[src/rtl/io_port_responder.sv]
// Memory-mapped I/O port: registered output, synchronized input,
// and an input-change FIFO with sticky overflow, in a 16-byte window.
module io_port_responder #(
  parameter logic [31:0] BASE_ADDR  = 32'h1001_0040,
  parameter int          FIFO_DEPTH = 4
) (
  input  logic        clk,
  input  logic        reset,
  input  logic [31:0] Address,
  input  logic [31:0] WriteData,
  input  logic        MemWrite,
  input  logic        MemRead,
  output logic [31:0] ReadData,
  output logic        Hit,
  input  logic [7:0]  PortIn,
  output logic [31:0] PortOut
);

  localparam int AW = (FIFO_DEPTH > 1) ? $clog2(FIFO_DEPTH) : 1;
  localparam int CW = $clog2(FIFO_DEPTH + 1);
  localparam logic [CW-1:0] DEPTH_C = CW'(FIFO_DEPTH);
  localparam logic [AW-1:0] LAST_P  = AW'(FIFO_DEPTH - 1);

  logic [7:0]    sync1;
  logic [7:0]    sync2;
  logic [7:0]    prev;
  logic [7:0]    mem [FIFO_DEPTH];
  logic [AW-1:0] wr_ptr;
  logic [AW-1:0] rd_ptr;
  logic [CW-1:0] count;
  logic          ovf;

  logic          sel_out;
  logic          sel_in;
  logic          sel_fifo;
  logic          sel_stat;
  logic          empty;
  logic          full;
  logic          push_req;
  logic          pop_req;
  logic          push_ok;
  logic          pop_ok;
  logic          ovf_set;
  logic          ovf_clr;
  logic          out_we;
  logic [2:0]    cnt3;
  logic [7:0]    head;
  logic          unused_addr;

  function automatic logic [AW-1:0] ptr_inc(
    input logic [AW-1:0] p
  );
    return (p == LAST_P) ? '0 : p + 1'b1;
  endfunction

  assign Hit      = (Address[31:4] == BASE_ADDR[31:4]);
  assign sel_out  = (Address[3:2] == 2'd0);
  assign sel_in   = (Address[3:2] == 2'd1);
  assign sel_fifo = (Address[3:2] == 2'd2);
  assign sel_stat = (Address[3:2] == 2'd3);
  assign unused_addr = ^Address[1:0];

  assign empty = (count == '0);
  assign full  = (count == DEPTH_C);
  assign cnt3  = 3'(count);
  assign head  = empty ? 8'h00 : mem[rd_ptr];

  // A pop only frees a slot if there is something to pop, so
  // push-on-full succeeds only alongside a real pop.
  assign push_req = (sync2 != prev);
  assign pop_req  = MemRead & Hit & sel_fifo;
  assign pop_ok   = pop_req & ~empty;
  assign push_ok  = push_req & (~full | pop_ok);
  assign ovf_set  = push_req & full & ~pop_ok;
  assign ovf_clr  = MemWrite & Hit & sel_stat & WriteData[2];
  assign out_we   = MemWrite & Hit & sel_out;

  always_ff @(posedge clk) begin
    if (!reset) begin
      PortOut <= '0;
      sync1   <= '0;
      sync2   <= '0;
      prev    <= '0;
      wr_ptr  <= '0;
      rd_ptr  <= '0;
      count   <= '0;
      ovf     <= 1'b0;
    end else begin
      sync1 <= PortIn;
      sync2 <= sync1;
      prev  <= sync2;
      if (out_we) begin
        PortOut <= WriteData;
      end
      if (push_ok) begin
        wr_ptr <= ptr_inc(wr_ptr);
      end
      if (pop_ok) begin
        rd_ptr <= ptr_inc(rd_ptr);
      end
      unique case ({push_ok, pop_ok})
        2'b10:   count <= count + 1'b1;
        2'b01:   count <= count - 1'b1;
        default: count <= count;
      endcase
      if (ovf_set) begin
        ovf <= 1'b1;
      end else if (ovf_clr) begin
        ovf <= 1'b0;
      end
    end
  end

  always_ff @(posedge clk) begin
    if (reset && push_ok) begin
      mem[wr_ptr] <= sync2;
    end
  end

  always_comb begin
    ReadData = '0;
    if (Hit && MemRead) begin
      unique case (1'b1)
        sel_out:  ReadData = PortOut;
        sel_in:   ReadData = {24'b0, sync2};
        sel_fifo: ReadData = {24'b0, head};
        sel_stat: ReadData = {26'b0, cnt3, ovf, full, empty};
        default:  ReadData = '0;
      endcase
    end
  end

endmodule

[config.mk]
export PLATFORM = sky130hd
export DESIGN_NAME = io_port_responder
export DESIGN_NICKNAME = d
export VERILOG_FILES = /design/src/rtl/io_port_responder.sv
export SDC_FILE = /design/constraint.sdc
export NUM_CORES = 1
export LEC_CHECK = 0
export ABC_AREA = 1
export CAP_MARGIN = 20
export CORE_ASPECT_RATIO = 0.5
export CORE_MARGIN = 2
export CORE_UTILIZATION = 38
export CTS_BUF_LIST = sky130_fd_sc_hd__clkbuf_4
export DETAILED_ROUTE_END_ITERATION = 6
export PLACE_DENSITY = 0.66
export SYNTH_ARGS = -nofsm -noshare
export SYNTH_HDL_FRONTEND = slang
export SYNTH_SLANG_ARGS = --single-unit
[constraint.sdc]
create_clock -name clk -period 4.94 [get_ports clk]
set_clock_uncertainty 0.15 [all_clocks]
set_input_delay 0.988 -clock clk [delete_from_list [all_inputs] [get_ports clk]]
set_output_delay 0.988 -clock clk [all_outputs]
set_load 0.01 [all_outputs]
==> impl_metrics.env, run 1 <==
export IMPL_run_status="finished, final reports clean"
export IMPL_vias_in_the_first_global_route=3516
export IMPL_route_detailed_drc=0
export IMPL_synth_enable_flop_cells=32
export IMPL_power_leakage_nw=2.33
export IMPL_numPortBuffers=138
export IMPL_setup_tns_final_ns=0
export IMPL_final_hold_violation_count=0
export IMPL_grt_max_degree=66
export IMPL_worst_path_max_delay_cell="sky130_fd_sc_hd__clkdlybuf4s50_1"
export IMPL_finalWorstPathRequiredPeriod_ns=4.34
export IMPL_power_density_nw_per_um2=250
export IMPL_tritoncts="built"
export IMPL_synth_ff_type="sky130_fd_sc_hd__dfxtp_1"
export IMPL_cp_arrival_ns=3.21
export IMPL_placeableCoreArea_um2=11700
export IMPL_netlist_cell_type_count=40
export IMPL_synth_largest_area_cell="sky130_fd_sc_hd__dfxtp_1"
export IMPL_start_util=0.387
export IMPL_setup_violations_final=0
export IMPL_final_common_cell="sky130_fd_sc_hd__clkdlybuf4s50_1"
export IMPL_path_cells="clkdlybuf4s50_1, nand2_1, nor2_1, nand2_1, nor2_1, nand3_4, a41oi_1, clkdlybuf4s50_1"
export IMPL_critical_path_max_stage_delay_ns=0.59
export IMPL_fmax_mhz=230
export IMPL_die_w_um=158
export IMPL_report_power_total_mw=1.53
export IMPL_seq_area_frac_synth=0.504
export IMPL_net_count_of_the_mapped_netlist=618
export IMPL_drv_slew=0
export IMPL_cts_max_level=3
export IMPL_number_of_warnings_issued_by_yosys=0
export IMPL_cts_made_buffers=9
export IMPL_synth_cells=536
export IMPL_cts_resizes=0
export IMPL_relSlewSlack=0.381
export IMPL_area_delta_synth_final_pct=35.4
export IMPL_num_fill_cells=1145
export IMPL_insertedDiodeCount=0
export IMPL_synth_seq_cells=98
export IMPL_grt_antenna_before_repair=0
export IMPL_reg2reg_depth=8
export IMPL_clkLatencyLatePin_ns=0.45
export IMPL_detail_route_first_pass_iterations=4
export IMPL_design_final_nets=747
export IMPL_cts_hold_buf=0
export IMPL_avgSynthCellArea_um2=8.44
export IMPL_clock_sinks=98
export IMPL_synth_top_cell_area_share=0.292
export IMPL_gp_congestion=0.744
export IMPL_fp_row_count=28
export IMPL_worstSetupPathType="in2out"
export IMPL_post_cts_setup_buffers=0
export IMPL_synthTopCellsByArea="sky130_fd_sc_hd__dfxtp_1, sky130_fd_sc_hd__edfxtp_1, sky130_fd_sc_hd__inv_1, sky130_fd_sc_hd__nand2_1, sky130_fd_sc_hd__a21oi_2"
export IMPL_clk_transition_reported_paths_ns=0.13
export IMPL_layout_drive_gt1_share=0.113
export IMPL_boundaryPins=141
export IMPL_avgRoutedWirePerCell_um=12.6
export IMPL_vdd_drop_max_uv=121
export IMPL_root_buffer="sky130_fd_sc_hd__clkbuf_4"
export IMPL_postRouteWirelength_mm=10.5
export IMPL_tightest_slew_ns=0.928
export IMPL_layout_common_cells="sky130_fd_sc_hd__clkdlybuf4s50_1, sky130_fd_sc_hd__inv_1, sky130_fd_sc_hd__nand2_1"
export IMPL_worst_hold_path_num_cells=2
export IMPL_postSynth_asyncResetShare=0
export IMPL_fin_util=0.524
export IMPL_globalRouteOverflowTotal=0
export IMPL_post_synth_instance_area_um2=4520
export IMPL_viasPerCell=4.46
export IMPL_drt_initial_drc_count=356
export IMPL_place_hpwl_mm=7.40
export IMPL_grt_pass1_wl_mm=16.8
export IMPL_ant_nets=0
export IMPL_worst_hold_class="reg2reg"
export IMPL_maxCapViolations=0
export IMPL_cts_max_path_buffers=2
export IMPL_rsz0062_at_grt="no"
export IMPL_worst_endpoint_required_ns=3.80
export IMPL_worst_setup_sp_type="primary input"
export IMPL_final_period_utilization=0.879
export IMPL_critPathMaxFanout=33
export IMPL_route_vias_total=3727
export IMPL_design_die_area_um2=12800
export IMPL_worstSetupEndpointType="output port"
export IMPL_grt_total_usage=0.168
export IMPL_dieHeight_um=81.2
routing by layer:
layer	global-route usage	wire length, um	vias to the layer above
li1	-	-	1972
met1	0.226	5000	1658
met2	0.260	4810	91
met3	0.0491	661	6
met4	0.0613	80	0
met5	0	0	-
stage by stage:
| step | std cells | setup slack [ns] | hold slack (ns) | cell area [um2] |
|---|---|---|---|---|
| 2_1_floorplan | 536 | 1.80 | 0.240 | 4520 |
| 3_3_place_gp | 819 | 0.556 | 0.242 | 5980 |
| 3_5_place_dp | 819 | 0.528 | 0.246 | 5980 |
| 4_1_cts | 835 | 0.528 | 0.275 | 6130 |
| 5_1_grt | 835 | 0.383 | 0.297 | 6130 |
| 6_report | 835 | 0.596 | 0.274 | 6130 |
final cells by class:
cell class / count / area [um2] / area share
Multi-Input combinational cell: 311 / 1710 / 0.279
Inverter: 105 / 398 / 0.0650
Clock buffer: 10 / 75.1 / 0.0123
Timing Repair Buffer: 140 / 1390 / 0.227
Sequential cell: 98 / 2280 / 0.373
Tap cell: 165 / 206 / 0.0337
Clock inverter: 6 / 66.3 / 0.0108
Yosys cell counts (5+ instances only):
master / number
sky130_fd_sc_hd__nor2_2: 6
sky130_fd_sc_hd__inv_1: 94
sky130_fd_sc_hd__nand3_1: 6
sky130_fd_sc_hd__a21oi_1: 11
sky130_fd_sc_hd__a21oi_2: 28
sky130_fd_sc_hd__edfxtp_1: 32
sky130_fd_sc_hd__nor2_1: 60
sky130_fd_sc_hd__buf_6: 6
sky130_fd_sc_hd__nand2_1: 82
sky130_fd_sc_hd__clkbuf_1: 7
sky130_fd_sc_hd__nor3_1: 26
sky130_fd_sc_hd__inv_2: 9
sky130_fd_sc_hd__dfxtp_1: 66
sky130_fd_sc_hd__o32ai_1: 8
sky130_fd_sc_hd__buf_2: 5
sky130_fd_sc_hd__ha_1: 5
sky130_fd_sc_hd__o21ai_0: 14
sky130_fd_sc_hd__o21ai_1: 31
cell families after synthesis:
group                    count (synthesis)  share of synthesized area
AND/OR/NAND/NOR                        198                      0.201
buffers and inverters                  127                      0.118
AO/OA/AOI/OAI                          103                      0.151
flip-flops                              98                      0.504
adder cells (fa/ha/maj)                  6                     0.0183
XOR/XNOR                                 4                    0.00774
path summary, 6_finish.rpt:
check | endpoint | start | slack, ns
worst max-delay path | ReadData[2] | Address[28] | 0.60
worst min-delay path | sync2[0]$_SDFF_PN0_ | sync1[0]$_SDFF_PN0_ | 0.27
worst max register to register | mem[0][1]$_DFFE_PP_ | cnt3[1]$_SDFFE_PN0P_ | 2.62
worst min register to register | sync2[0]$_SDFF_PN0_ | sync1[0]$_SDFF_PN0_ | 0.27
critical path: cells and delay by family:
kind                   cells  cell delay [ns]
buffers and inverters      2             1.07
AND/OR/NAND/NOR            5             0.79
AO/OA/AOI/OAI              1             0.36
sequential cells by signal (all words and copies together), names as in the netlist, 2 cells and up, named ones only:
name and cells:
sync2 8, sync1 8, wr_ptr 2, cnt3 3, rd_ptr 2, prev 8
PortOut 32, mem 32
power by group:
part	switching, mW	internal, mW
Sequential	0.0230	0.873
Combinational	0.109	0.0948
Clock	0.268	0.161
(Power assumes the default switching activity.)
==> run 2: changes to the inputs <==
--- a/config.mk
+++ b/config.mk
@@ -6,13 +6,13 @@
 export NUM_CORES = 1
 export LEC_CHECK = 0
 export ABC_AREA = 1
-export CAP_MARGIN = 20
 export CORE_ASPECT_RATIO = 0.5
 export CORE_MARGIN = 2
 export CORE_UTILIZATION = 38
 export CTS_BUF_LIST = sky130_fd_sc_hd__clkbuf_4
 export DETAILED_ROUTE_END_ITERATION = 6
 export PLACE_DENSITY = 0.66
+export REMOVE_ABC_BUFFERS = 1
 export SYNTH_ARGS = -nofsm -noshare
 export SYNTH_HDL_FRONTEND = slang
 export SYNTH_SLANG_ARGS = --single-unit
==> run 2 against run 1 <==
Against the previous run: clock power shrank 1%; via count grew 1.5%; largest cell class unchanged; die area is the same.
==> impl_metrics.env, run 2 (synthesized netlist as in run 1, its figures left out) <==
export IMPL_die_w_um=158
export IMPL_power_density_nw_per_um2=248
export IMPL_setup_slack_ns=0.635
export IMPL_grt_antenna_before_repair=0
export IMPL_grt_pass1_wl_mm=16.2
export IMPL_gp_congestion=0.824
export IMPL_grt_max_degree=64
export IMPL_critPathMaxFanout=17
export IMPL_cts_hold_buf=0
export IMPL_p_sw_mw=0.392
export IMPL_setup_violations_final=0
export IMPL_run_status="finished, final reports clean"
export IMPL_drt_initial_drc_count=210
export IMPL_placeableCoreArea_um2=11700
export IMPL_logic_pwr_share=0.135
export IMPL_dieHeight_um=81.2
export IMPL_detail_route_first_pass_iterations=4
export IMPL_vias_in_the_first_global_route=3413
export IMPL_design_final_nets=750
export IMPL_clk_transition_reported_paths_ns=0.14
export IMPL_root_buffer="sky130_fd_sc_hd__clkbuf_4"
export IMPL_start_util=0.387
export IMPL_vdd_drop_max_uv=110
export IMPL_fmax_mhz=232
export IMPL_clock_sinks=98
export IMPL_post_cts_setup_buffers=0
export IMPL_route_vias_total=3784
export IMPL_area_delta_synth_final_pct=35.8
export IMPL_combined_area_of_the_multi_input_logic_cells_um2=1710
export IMPL_worst_hold_startpoint="sync1[1]$_SDFF_PN0_"
export IMPL_insertedDiodeCount=0
export IMPL_numPortBuffers=138
export IMPL_finalWorstPathRequiredPeriod_ns=4.30
export IMPL_worst_endpoint_required_ns=3.80
export IMPL_final_common_cell="sky130_fd_sc_hd__clkdlybuf4s50_1"
export IMPL_avgRoutedWirePerCell_um=12.6
export IMPL_maxCapViolations=0
export IMPL_reg2reg_setup_slack_ns=2.66
export IMPL_p_clk_frac=0.278
export IMPL_cp_arrival_ns=3.17
export IMPL_top_regs="PortOut (32), mem (32)"
export IMPL_viasPerCell=4.52
export IMPL_worst_setup_sp_type="primary input"
export IMPL_place_hpwl_mm=7.60
export IMPL_cts_made_buffers=9
export IMPL_worstSetupEndpointType="output port"
export IMPL_globalRouteOverflowTotal=0
export IMPL_placement_setup_worst_slack_ns=0.663
export IMPL_tritoncts="built"
export IMPL_drv_slew=0
export IMPL_layout_common_cells="sky130_fd_sc_hd__clkdlybuf4s50_1, sky130_fd_sc_hd__inv_1, sky130_fd_sc_hd__nand2_1"
export IMPL_final_hold_violation_count=0
export IMPL_fp_row_count=28
export IMPL_num_fill_cells=1132
export IMPL_cts_max_level=3
export IMPL_layout_drive_gt1_share=0.117
export IMPL_ant_nets=0
export IMPL_grt_total_usage=0.166
export IMPL_worst_hold_path_num_cells=2
export IMPL_ff_latch_area_um2=2280
export IMPL_worstSetupPathType="in2out"
export IMPL_power_share_switching=0.257
export IMPL_rsz0062_at_grt="no"
export IMPL_setup_tns_final_ns=0
export IMPL_final_period_utilization=0.871
export IMPL_postRouteWirelength_mm=10.6
export IMPL_tightest_slew_ns=0.909
export IMPL_worst_hold_class="reg2reg"
export IMPL_clkLatencyLatePin_ns=0.45
export IMPL_design_die_area_um2=12800
export IMPL_r2r_start="sync2[3]$_SDFF_PN0_"
export IMPL_hold_end="sync2[1]$_SDFF_PN0_"
export IMPL_power_leakage_nw=2.33
export IMPL_seq_power_share=0.587
export IMPL_cts_max_path_buffers=2
export IMPL_cts_resizes=0
export IMPL_cellInternalPower_mw=1.13
export IMPL_route_detailed_drc=0
export IMPL_worst_r2r_endpoint="cnt3[2]$_SDFFE_PN0P_"
export IMPL_boundaryPins=141
export IMPL_reg2reg_depth=11
export IMPL_relSlewSlack=0.394
[run 2: cell types whose count changed in the layout (fill, tap and decap cells not counted), sizes merged]
| cell | change |
|---|---|
| inv | -1 |
| clkinvlp | +1 |
| clkbuf | +1 |
| buf | +3 |
| clkinv | -1 |
[run 2: critical path: stages]
cell                              delay [ns]
sky130_fd_sc_hd__clkdlybuf4s50_1        0.41
sky130_fd_sc_hd__inv_2                  0.06
sky130_fd_sc_hd__nand2_1                0.05
sky130_fd_sc_hd__nor2_1                 0.11
sky130_fd_sc_hd__nand2_1                0.07
sky130_fd_sc_hd__nor2_1                 0.17
sky130_fd_sc_hd__nand3_4                0.26
sky130_fd_sc_hd__buf_4                  0.28
sky130_fd_sc_hd__nor3_1                 0.16
sky130_fd_sc_hd__clkdlybuf4s50_1        0.57
[run 2: worst max-delay path by stage]
stage | to | cells past startpoint | from
final | ReadData[29] | 10 | Address[22]
after floorplan | ReadData[2] | 7 | Address[25]
after global placement | ReadData[29] | 9 | Address[28]
after global routing | ReadData[8] | 9 | Address[28]
after CTS | ReadData[19] | 10 | Address[22]
after detailed placement | ReadData[1] | 7 | Address[2]
[run 2: per-stage QoR]
step / std cells / utilization / hold slack [ns] / instance area [um2] / power, mW
3_5_place_dp: 822 / 0.513 / 0.246 / 6010 / 1.12
2_1_floorplan: 514 / - / 0.240 / 4390 / 1.02
4_1_cts: 838 / 0.525 / 0.267 / 6150 / 1.54
5_1_grt: 838 / 0.525 / 0.278 / 6150 / 1.60
3_3_place_gp: 822 / 0.513 / 0.242 / 6010 / 1.12
6_report: 838 / 0.525 / 0.264 / 6150 / 1.52
[run 2: power groups by stage]
stage	sequential, mW	clock [mW]	combinational [mW]
after floorplan	0.907	0	0.110
after global placement	0.913	0	0.204
after detailed placement	0.914	0	0.207
after CTS	0.896	0.435	0.208
after global routing	0.900	0.470	0.232
final	0.895	0.423	0.206
[run 2: final cells by class]
cell class	instances	area share
repair buffers	143	0.230
well taps	165	0.0336
clock inverters	5	0.00916
multi-input cells	311	0.278
inverters	105	0.0647
clock buffers	11	0.0134
flip-flops and latches	98	0.371
[run 2: routing by layer]
layer | up-vias | share of wire | global-route usage
met2 | 100 | 0.48 | 0.286
li1 | 1976 | - | -
met1 | 1700 | 0.44 | 0.205
met5 | - | 0 | 0
met4 | 0 | 0.0084 | 0.0441
met3 | 8 | 0.068 | 0.0507
==> run 3: changes to the inputs <==
--- a/config.mk
+++ b/config.mk
@@ -6,6 +6,7 @@
 export NUM_CORES = 1
 export LEC_CHECK = 0
 export ABC_AREA = 1
+export CAP_MARGIN = 20
 export CORE_ASPECT_RATIO = 0.5
 export CORE_MARGIN = 2
 export CORE_UTILIZATION = 38
==> results of run 3 <==
Final layout, timing and power as in run 2 (identical DEF).
==> variant, RTL diff (config.mk and constraints of run 1) <==
The parameter `FIFO_DEPTH` goes from 4 to 8.
--- a/src/rtl/io_port_responder.sv
+++ b/src/rtl/io_port_responder.sv
@@ -2,7 +2,7 @@
 // and an input-change FIFO with sticky overflow, in a 16-byte window.
 module io_port_responder #(
   parameter logic [31:0] BASE_ADDR  = 32'h1001_0040,
-  parameter int          FIFO_DEPTH = 4
+  parameter int          FIFO_DEPTH = 8
 ) (
   input  logic        clk,
   input  logic        reset,
Behaviour: not the same (Yosys sat finds a counterexample within 10 cycles, from zero or initial values and one cycle with reset low).
==> variant against run 1 <==
  * Synthesized area is 30% higher
  * Routed wire length is 42% higher
  * Worst hold slack worse by 0.0017 ns
  * Non-clock buffer count is 8 higher
  * Worst setup slack better by 0.098 ns
  * Sequential cell count is 36 higher
  * Utilization is 1.5 points lower
  * Global-route usage is 1.8 points higher
  * Cell area is 27% higher
  * Largest power group unchanged
  * Largest cell class unchanged
  * Fmax is 2.3% higher
  * Total power is 46% higher
==> variant: results (changes against run 1) <==
{| class="wikitable"
! Metric !! Value
|-
| Number of detailed-route iterations in the first pass || 6 (+2)
|-
| Sequential cell count || 134 (+37%)
|-
| Synth Area in XOR/XNOR || 0.2986% (-0.48 points)
|-
| Pin count of the biggest net entering global routing || 65 (-1.5%)
|-
| Rel. slew slack || 34.75% (-3.4 points)
|-
| Multi-input gate share of the layout cell area || 25.67% (-2.2 points)
|-
| Beginning of the critical path || Address[3]
|-
| Vias in the first global route || 4797 (+36%)
|-
| Result of the run || finished clean
|-
| Fraction of final layout cells sized beyond drive strength 1 || 8.790% (-2.6 points)
|-
| Total standard cell area after synthesis || 5867 µm² (+30%)
|-
| Worst flop-to-flop path startpoint || sync2[2]
|-
| NonClk Buf Share || 18.72% (-4.0 points)
|-
| First-pass GRT wire length || 24.12 mm (+43%)
|-
| Buffers excl. clock || 148 (+5.7%)
|-
| WL final || 14.94 mm (+42%)
|-
| Number of flops mapped to enable cells by yosys || 64 (+100%)
|-
| Multi-input combinational gate total || 361 (+16%)
|-
| Leakage dissipation || 0.002888 µW (+24%)
|-
| Number of placed cells counting well taps || 957 (+17%)
|-
| Clock tree cell share of total cell area || 4.084% (+1.8 points)
|-
| Standard cell area after detailed placement || 7432 µm² (+24%)
|-
| Post-synthesis compound-gate area fraction || 13.29% (-1.8 points)
|-
| Fraction of standard cell area that is sequential || 42.87% (+5.6 points)
|-
| Number of cells on the worst reg-to-reg path || 18 (+10)
|}
-- variant: cell count changes after synthesis, sizes merged, moves of 4 or more --
| cell | run 1 | this run |
|---|---|---|
| a21oi | 39 | 51 |
| a41oi | 4 | 0 |
| clkbuf | 7 | 11 |
| dfxtp | 66 | 70 |
| edfxtp | 32 | 64 |
| inv | 104 | 109 |
| mux2i | 0 | 13 |
| nand3 | 9 | 21 |
| nor2 | 70 | 58 |
| nor3 | 27 | 34 |
| o21ai | 46 | 57 |
| o221ai | 0 | 13 |
| o32ai | 8 | 3 |
| xnor2 | 4 | 0 |
-- variant: metal layers --
layer / GRT usage (%) / vias up / wire (µm)
met2: 30.62 / 130 / 6884
met3: 5.798 / 20 / 1067
li1: - / 2409 / -
met5: 0 / - / 0
met4: 6.504 / 0 / 225
met1: 23.45 / 2214 / 6759
-- variant: where the power goes --
group / internal [µW] / switching [µW]
registers: 1200 / 26.2
clock network: 324 / 469
logic: 96.2 / 110
